--- src/rtl/accel_mem_request_encoder.sv ---
`default_nettype none
// +----------------------------------------------------------------------------+
// | Module      : accel_mem_request_encoder                                    |
// | Description : Avalon-MM master that buffers load/store requests in a small |
// |               FIFO, issues them one at a time as a packed 128-bit command  |
// |               word, and returns size-masked load data / store completions. |
// |               Optional macro ACCEL_MEM_ALIGN_CHECK_EN rejects misaligned   |
// |               requests locally and adds the rsp_err output.                |
// | Revision    : 1.0 - initial release                                        |
// +----------------------------------------------------------------------------+
module accel_mem_request_encoder #(
  parameter int FIFO_DEPTH = 2,
  parameter int FIFO_AW    = 1
) (
  input  logic         clk,
  input  logic         reset,
  input  logic         req_valid,
  output logic         req_ready,
  input  logic         req_write,
  input  logic [30:0]  req_addr,
  input  logic [63:0]  req_wdata,
  input  logic [1:0]   req_size,
  output logic         rsp_valid,
  input  logic         rsp_ready,
  output logic         rsp_write,
  output logic [63:0]  rsp_rdata,
`ifdef ACCEL_MEM_ALIGN_CHECK_EN
  output logic         rsp_err,
`endif
  output logic         avm_address,
  output logic         avm_read,
  output logic         avm_write,
  output logic [127:0] avm_writedata,
  input  logic [127:0] avm_readdata,
  input  logic         avm_waitrequest
);

  typedef enum logic [1:0] {
    IDLE = 2'd0,
    BUS  = 2'd1,
    RESP = 2'd2
  } state_t;

  // FIFO entry layout: {write, size[1:0], addr[30:0], wdata[63:0]}
  localparam int               c_ENTRY_W  = 98;
  localparam logic [FIFO_AW:0] c_FULL_CNT = (FIFO_AW + 1)'(FIFO_DEPTH);

  // Command word as consumed by the bridge; size flags are one-hot except 32b.
  function automatic logic [127:0] pack_cmd(input logic wr, input logic [30:0] addr,
                                            input logic [63:0] wdata, input logic [1:0] size);
    logic [127:0] word;
    word        = '0;
    word[30:0]  = addr;
    word[95:32] = wr ? wdata : 64'd0;
    word[96]    = (size == 2'd0);
    word[97]    = (size == 2'd1);
    word[98]    = (size == 2'd3);
    return word;
  endfunction

  function automatic logic [63:0] size_mask(input logic [1:0] size);
    logic [63:0] m;
    case (size)
      2'd0:    m = 64'h0000_0000_0000_00FF;
      2'd1:    m = 64'h0000_0000_0000_FFFF;
      2'd2:    m = 64'h0000_0000_FFFF_FFFF;
      default: m = 64'hFFFF_FFFF_FFFF_FFFF;
    endcase
    return m;
  endfunction

  // FIFO state
  logic [c_ENTRY_W-1:0] fifo_mem_q [FIFO_DEPTH];
  logic [FIFO_AW-1:0]   wr_ptr_q, rd_ptr_q;
  logic [FIFO_AW:0]     count_q;
  logic [FIFO_AW:0]     w_count_d;
  logic                 req_ready_q;
  logic                 w_push, w_pop;

  // Transaction / response state
  state_t        state_q, state_d;
  logic          avm_read_q, avm_read_d;
  logic          avm_write_q, avm_write_d;
  logic [127:0]  avm_wdata_q, avm_wdata_d;
  logic [1:0]    size_q, size_d;
  logic          rsp_write_q, rsp_write_d;
  logic [63:0]   rsp_rdata_q, rsp_rdata_d;
  logic          rsp_err_q, rsp_err_d;

  // Head-of-FIFO fields
  logic [c_ENTRY_W-1:0] w_head;
  logic                 w_head_write;
  logic [1:0]           w_head_size;
  logic [30:0]          w_head_addr;
  logic [63:0]          w_head_wdata;
  logic                 w_not_empty;
  logic                 w_misaligned;
  logic                 unused_rdata_hi;

  assign w_head       = fifo_mem_q[rd_ptr_q];
  assign w_head_write = w_head[97];
  assign w_head_size  = w_head[96:95];
  assign w_head_addr  = w_head[94:64];
  assign w_head_wdata = w_head[63:0];
  assign w_not_empty  = (count_q != '0);
  assign w_push       = req_valid && req_ready_q;

`ifdef ACCEL_MEM_ALIGN_CHECK_EN
  assign w_misaligned = ((w_head_size == 2'd1) && (w_head_addr[0]   != 1'b0))  ||
                        ((w_head_size == 2'd2) && (w_head_addr[1:0] != 2'b00)) ||
                        ((w_head_size == 2'd3) && (w_head_addr[2:0] != 3'b000));
  assign rsp_err      = rsp_err_q;
`else
  assign w_misaligned = 1'b0;
`endif

  assign unused_rdata_hi = ^{avm_readdata[127:64], w_misaligned, rsp_err_q};

  assign req_ready     = req_ready_q;
  assign rsp_valid     = (state_q == RESP);
  assign rsp_write     = rsp_write_q;
  assign rsp_rdata     = rsp_rdata_q;
  assign avm_address   = 1'b0;
  assign avm_read      = avm_read_q;
  assign avm_write     = avm_write_q;
  assign avm_writedata = avm_wdata_q;

  // Occupancy update; push and pop together leave the count unchanged.
  always_comb begin
    w_count_d = count_q;
    case ({w_push, w_pop})
      2'b10:   w_count_d = count_q + (FIFO_AW + 1)'(1);
      2'b01:   w_count_d = count_q - (FIFO_AW + 1)'(1);
      default: w_count_d = count_q;
    endcase
  end

  // FIFO pointers, occupancy and registered not-full flag.
  always_ff @(posedge clk) begin
    if (reset) begin
      wr_ptr_q    <= '0;
      rd_ptr_q    <= '0;
      count_q     <= '0;
      req_ready_q <= 1'b0;
    end else begin
      if (w_push) wr_ptr_q <= wr_ptr_q + FIFO_AW'(1);
      if (w_pop)  rd_ptr_q <= rd_ptr_q + FIFO_AW'(1);
      count_q     <= w_count_d;
      req_ready_q <= (w_count_d != c_FULL_CNT);
    end
  end

  // FIFO storage; contents are don't-care while the pointers say empty.
  always_ff @(posedge clk) begin
    if (w_push) fifo_mem_q[wr_ptr_q] <= {req_write, req_size, req_addr, req_wdata};
  end

  // Next-state and transaction bookkeeping; a pop happens from IDLE, or from
  // RESP in the same cycle the response is consumed.
  always_comb begin
    state_d     = state_q;
    avm_read_d  = avm_read_q;
    avm_write_d = avm_write_q;
    avm_wdata_d = avm_wdata_q;
    size_d      = size_q;
    rsp_write_d = rsp_write_q;
    rsp_rdata_d = rsp_rdata_q;
    rsp_err_d   = rsp_err_q;
    w_pop       = 1'b0;
    case (state_q)
      IDLE: w_pop = w_not_empty;
      BUS: begin
        if (!avm_waitrequest) begin
          avm_read_d  = 1'b0;
          avm_write_d = 1'b0;
          rsp_write_d = avm_write_q;
          rsp_rdata_d = avm_write_q ? 64'd0 : (avm_readdata[63:0] & size_mask(size_q));
          rsp_err_d   = 1'b0;
          state_d     = RESP;
        end
      end
      RESP: begin
        if (rsp_ready) begin
          if (w_not_empty) w_pop = 1'b1;
          else             state_d = IDLE;
        end
      end
      default: state_d = IDLE;
    endcase
    if (w_pop) begin
      if (w_misaligned) begin
        // Rejected locally: never reaches the bus, answered with an error.
        state_d     = RESP;
        rsp_write_d = w_head_write;
        rsp_rdata_d = 64'd0;
        rsp_err_d   = 1'b1;
      end else begin
        state_d     = BUS;
        avm_read_d  = !w_head_write;
        avm_write_d = w_head_write;
        avm_wdata_d = pack_cmd(w_head_write, w_head_addr, w_head_wdata, w_head_size);
        size_d      = w_head_size;
      end
    end
  end

  // State and transaction registers; reset abandons any in-flight access.
  always_ff @(posedge clk) begin
    if (reset) begin
      state_q     <= IDLE;
      avm_read_q  <= 1'b0;
      avm_write_q <= 1'b0;
      avm_wdata_q <= '0;
      size_q      <= 2'd0;
      rsp_write_q <= 1'b0;
      rsp_rdata_q <= '0;
      rsp_err_q   <= 1'b0;
    end else begin
      state_q     <= state_d;
      avm_read_q  <= avm_read_d;
      avm_write_q <= avm_write_d;
      avm_wdata_q <= avm_wdata_d;
      size_q      <= size_d;
      rsp_write_q <= rsp_write_d;
      rsp_rdata_q <= rsp_rdata_d;
      rsp_err_q   <= rsp_err_d;
    end
  end

endmodule
`default_nettype wire

--- config.mk ---
export PLATFORM = sky130hd
export DESIGN_NAME = accel_mem_request_encoder
export DESIGN_NICKNAME = d
export VERILOG_FILES = /design/src/rtl/accel_mem_request_encoder.sv
export SDC_FILE = /design/constraint.sdc
export NUM_CORES = 1
export LEC_CHECK = 0
export ABC_CLOCK_PERIOD_IN_PS = 6200
export CAP_MARGIN = 10
export CORE_AREA = 2 2 186 188
export CTS_CLUSTER_SIZE = 16
export DETAILED_ROUTE_END_ITERATION = 10
export DIE_AREA = 0 0 188 190
export PLACE_DENSITY = 0.75
export SLEW_MARGIN = 20
export SYNTH_ARGS = -nofsm -noshare
export SYNTH_HDL_FRONTEND = slang
export SYNTH_SLANG_ARGS = --single-unit
--- constraint.sdc ---
create_clock -name clk -period 6.2 [get_ports clk]
set_clock_uncertainty 0.1 [all_clocks]
set_input_delay 1.55 -clock clk [delete_from_list [all_inputs] [get_ports clk]]
set_output_delay 1.55 -clock clk [all_outputs]
set_load 0.01 [all_outputs]
# [Word-level counts from Yosys, hierarchy flattened]
# Memory sizes are Yosys's and may differ from the RTL's. A register that Yosys moved wholly into a read port is not among the register bits.
# Cells that the tools add are included.
[word_totals] reg_bits=174 latch_bits=0 ram_bits=196 mem_bits_ro=0 in_bits=231 output_inout_bits=198 wordCells=71 n_memories=1
[classes] n_addsub=4 mul=0 n_div=0 order_cmp=0 n_eq_ne=17 shifts=0 mux=22 bitwise=3 n_reduce_logical=12
[memory_table] name="fifo_mem_q" words=2 width=98 rd=1 rd_ports_with_merged_regs=1 wr=1 line_no="73" source="logic [c_ENTRY_W-1:0] fifo_mem_q [FIFO_DEPTH];"
[ops] cell="2-to-1 mux 64 bit" n=4
[ops] cell="case mux 64 bit (3 select lines)" n=1
[ops] cell="bitwise AND 64 bit" n=1
[ops] cell="2-to-1 mux 1 bit" n=11
[ops] cell="== test 2 x 1 -> 1 bit, second input constant" n=4
[ops] cell="== test 2 bit, second input constant" n=4
[ops] cell="inequality test 2 bit, second input constant" n=4
[ops] cell="AND reduction 4 bit" n=2
[ops] cell="zero test 2 bit" n=3
[ops] cell="2-to-1 mux 2 bit" n=3
[ops] cell="inequality test 3 bit, second input constant" n=2
[ops] cell="case mux 2 bit (3 select lines)" n=1
[ops] cell="inequality test 2 x 1 -> 1 bit, second input constant" n=2
[ops] cell="case mux 2 bit (2 select lines)" n=1
[ops] cell="AND reduction 2 bit" n=2
[ops] cell="nonzero test 2 bit" n=2
[ops] cell="inequality test 3 x 1 -> 1 bit, second input constant" n=1
[ops] cell="adder 1 bit, second input constant" n=2
[ops] cell="adder 2 x 1 -> 2 bit, second input constant" n=1
[ops] cell="NOT 1 bit" n=2
[ops] cell="case mux 1 bit (2 select lines)" n=1
[ops] cell="OR reduction 2 bit" n=1
[ops] cell="subtractor 2 x 1 -> 2 bit, second input constant" n=1
[ops] cell="logical AND 1 bit" n=1
[ops] cell="zero test 1 bit" n=1

# [Depth between registers and ports, before layout]
[logic_depth] ltp_word=7 mapped_depth=8 mapped_depth_nobuf=6

# [Worst setup path before layout]
# Ideal clock, no wire load.
[synth_timing] kind="in2reg" from="in req_valid" to="mem fifo_mem_q[0][0], enable pin" setup_ns=0.556 arrival_ns=5.730 required_time_ns=5.544 setup_slack_ns=-0.186 cell_stages=2 path_buffers=0 path_cell_list="nand2_1 nor2_1"
[synth_between] elab_chain_cells=3
[synth_lines] item="start: declaration" line_no="17" source="input logic req_valid,"
[synth_lines] item="logical AND 1 bit" line_no="106" source="assign w_push = req_valid && req_ready_q;"
[synth_lines] item="2-to-1 mux 1 bit" line_no="155" source="if (w_push) fifo_mem_q[wr_ptr_q] <= {req_write, req_size, req_addr, req_wdata};"
[synth_lines] item="2-to-1 mux 1 bit (not written as such)" line_no="155"
[synth_lines] item="end: declaration" line_no="73"
# No other way between the ends.

# [Worst setup path in the final report]
[layout_timing] from="reg state_q[1]" to="out rsp_valid"
[layout_between] elab_chain_cells=1
[layout_lines] item="start: declaration" line_no="81" source="state_t state_q, state_d;"
[layout_lines] item="start signal: assignment" line_no="219" source="state_q <= state_d;"
[layout_lines] item="== test 2 bit" line_no="120" source="assign rsp_valid = (state_q == RESP);"
[layout_lines] item="end: declaration" line_no="23" source="output logic rsp_valid,"
# No other way between the ends.

==> metrics <==
met2 track demand over resource in global routing=34.40%; initial antenna violation count=4; Worst EP required=4550 ps; cell leakage power=6.186 nW; number of buffers inserted by hold repair at cts=0; cts repair resizes=0; Async SR Flop Fraction=0%; number of distinct library cell variants in the gate-level netlist after synthesis=47; number of enable-type register cells in the synthesized netlist=196; sequential fraction of the synthesis area=66.85%; largest fanout on the critical path=6; number of clock buffers inserted by TritonCTS=39; final worst path period share=55.30%; synthesized area divided by synthesized cell count=12.65 µm²; startpoint type of the worst setup path=flop; wire length of the first global-routing pass=56.52 mm; total of endpoints with negative setup slack in the final report=0; total of flip-flops plus latches after synthesis=371; busiest metal layer after global routing=met2; library cell occupying the most area in the post-synthesis netlist=edfxtp_1; final core occ=55.28%; GRT met3 Usage=6.106%; ratio of routed vias to standard cells=5.341; input/output buffers=333; global-route congestion overflow total=0; IR drop worst, VDD=0.2771 mV; run status=completed; num rows=68; fraction of synthesized cell area taken by the top area cell type=41.91%; cell at the root of the clock tree=clkbuf_16; Clock Latency Late Sink=530 ps; critical path class=reg2out; cell area after technology mapping=14040 µm²; met1 Usage GRT=23.65%; maximum number of pins on one net before global-route repair=93; clock input transition at the sequential cells of the worst setup and hold paths=60 ps; standard cell core area=33950 µm²; vias in the first global route=10.07k; chip height=190 µm; total routed wirelength=37.22 mm; total of warnings raised by yosys=0; violation count after the first detailed-route iteration=637; clock tree from TritonCTS=yes; top post-synthesis cells by count=196 x edfxtp_1, 175 x dfxtp_1, 132 x nand2_1; setup repair after global routing missed its margin=false; Fin. Hold Viols=0; fraction of final layout cells with drive strength greater than 1=10.99%; transition time at the pin with the least slew margin=1072 ps; cell count after synthesis=1110; number of H-tree levels=2; total track usage=20.09%; most frequent cell after synthesis=edfxtp_1; number of top-level pins=429; total number of clock tree sinks=371; TNS Setup=0 ps; Final nets=1630; max frequency=0.2916 GHz; maximum number of buffers from clock root to sink=3; via total after detailed routing=10.07k; largest cells by area after synthesis=edfxtp_1 42%, dfxtp_1 25%, mux2_2 5.2%; final worst-path setup slack=2771 ps; most common flop cell mapped by yosys=edfxtp_1; Fillers=2749; cell-by-cell trace of the critical path=nor2b_1 > clkdlybuf4s50_1; power per unit of standard cell area=411.3 nW/µm²; max-cap violation count=0; Placer Congestion=0.7913; area growth from synthesis to final layout=33.61%; total DRC errors in the routed layout=0; DP HPWL=22.47 mm; first drt pass iteration count=5; Final Max Slew Viols=0; Initial Util=41.37%; endpoint kind of the worst setup timing path=output pin; post-CTS setup buffer count=0; min cycle time layout=3429 ps; horizontal die dimension=188 µm; crit path DAT=1780 ps; setup slack of the most critical reg-to-reg path=3690 ps; Setup Slack @ Placement=2034 ps; max-slew headroom at the worst pin=28.56%; delay of the slowest cell on the worst path=600 ps; WL/cell=19.73 µm; kind of path behind the tightest hold check=reg2reg; Routed Antenna Nets=0; area enclosed by the die boundary=35720 µm²; cell with the largest stage delay on the worst path=clkdlybuf4s50_1
[layout by cell type (no fill, tap or decap), types with 2 or more instances in the layout]
cell / count
nor2_4: 2
clkbuf_8: 2
inv_2: 2
nor2_1: 4
a21oi_1: 69
dfxtp_1: 173
mux2i_1: 33
bufinv_16: 3
a31oi_1: 33
mux2_1: 2
a211oi_1: 33
o21ai_0: 37
o311ai_0: 69
nand2_1: 132
nand2b_1: 2
conb_1: 31
nor2b_1: 4
inv_6: 4
mux2_2: 65
clkbuf_16: 39
edfxtp_1: 196
clkinv_1: 7
nand3_1: 56
clkdlybuf4s50_1: 332
clkbuf_1: 8
buf_4: 19
o21ai_1: 30
nand3b_1: 8
diode_2: 2
clkinv_2: 8
[cell families after synthesis]
group	count (synthesis)	synth area share [%]
AO/OA/AOI/OAI	276	12.68
other	1	0.02670
XOR/XNOR	2	0.1247
flip-flops	371	66.85
adder cells (fa/ha/maj)	1	0.08907
buffers and inverters	137	5.283
multiplexers	100	7.724
AND/OR/NAND/NOR	222	7.225
[power breakdown]
group / total (mW) / internal (mW) / switching, mW / leakage (nW)
logic: 2.28 / 1.00 / 1.28 / 2.35
registers: 3.18 / 2.97 / 0.211 / 3.22
clock network: 2.26 / 1.31 / 0.941 / 0.611
total: 7.72 / 5.29 / 2.43 / 6.19
[path summary, 6_finish.rpt]
path | startpoint | cells after the start | endpoint
min reg2reg | rsp_rdata[34]$_SDFFE_PP0P_ | 2 | rsp_rdata[34]$_SDFFE_PP0P_
max reg2reg | state_q[0]$_SDFFE_PP0P_ | 6 | avm_writedata[47]$_SDFFE_PP0P_
max | state_q[1]$_SDFFE_PP0P_ | 2 | rsp_valid
min | rsp_rdata[34]$_SDFFE_PP0P_ | 2 | rsp_rdata[34]$_SDFFE_PP0P_
[worst max-delay path: cells and delay by family, from the launching register on]
family        cells  cell delay, ps
flops             1             460
buf+inv           1             600
simple gates      1             190
[metrics by stage]
stage	power (mW)	hold slack [ps]	area, µm²	std cells
finish	7.719	349.6	18770	1886
detailed placement	5.516	343.2	17510	1811
global route	8.088	370.4	18770	1886
floorplan	4.579	376.1	14160	1140
CTS	7.791	351.5	18740	1883
global placement	5.456	337.2	17500	1811
[per-layer routing]
metal / part of all wire, % / wire length [µm]
met5: 0.081 / 30
met4: 3.1 / 1156
met3: 8.7 / 3221
met2: 49 / 18330
met1: 39 / 14480
[final cells by class]
cell class | instances | area (µm²) | share of cell area [%]
antenna | 2 | 5.005 | 0.02667
clock buffer | 49 | 1033 | 5.507
clock inverter | 23 | 200.2 | 1.067
inverter | 2 | 7.507 | 0.04001
multi-input combinational | 632 | 4070 | 21.69
sequential | 371 | 9394 | 50.06
tap | 455 | 569.3 | 3.034
timing repair buffer | 352 | 3486 | 18.58
[state kept, by name, summed over array words and instances, names as in the netlist, named ones only]
| signal | count |
|---|---|
| count_q | 2 |
| avm_write | 1 |
| req_ready | 1 |
| rsp_rdata | 64 |
| state_q | 2 |
| rsp_write | 1 |
| size_q | 2 |
| fifo_mem_q | 196 |
| rd_ptr_q | 1 |
| avm_read | 1 |
| avm_writedata | 98 |
| wr_ptr_q | 1 |
No activity file was read; power rests on OpenSTA's default activity.
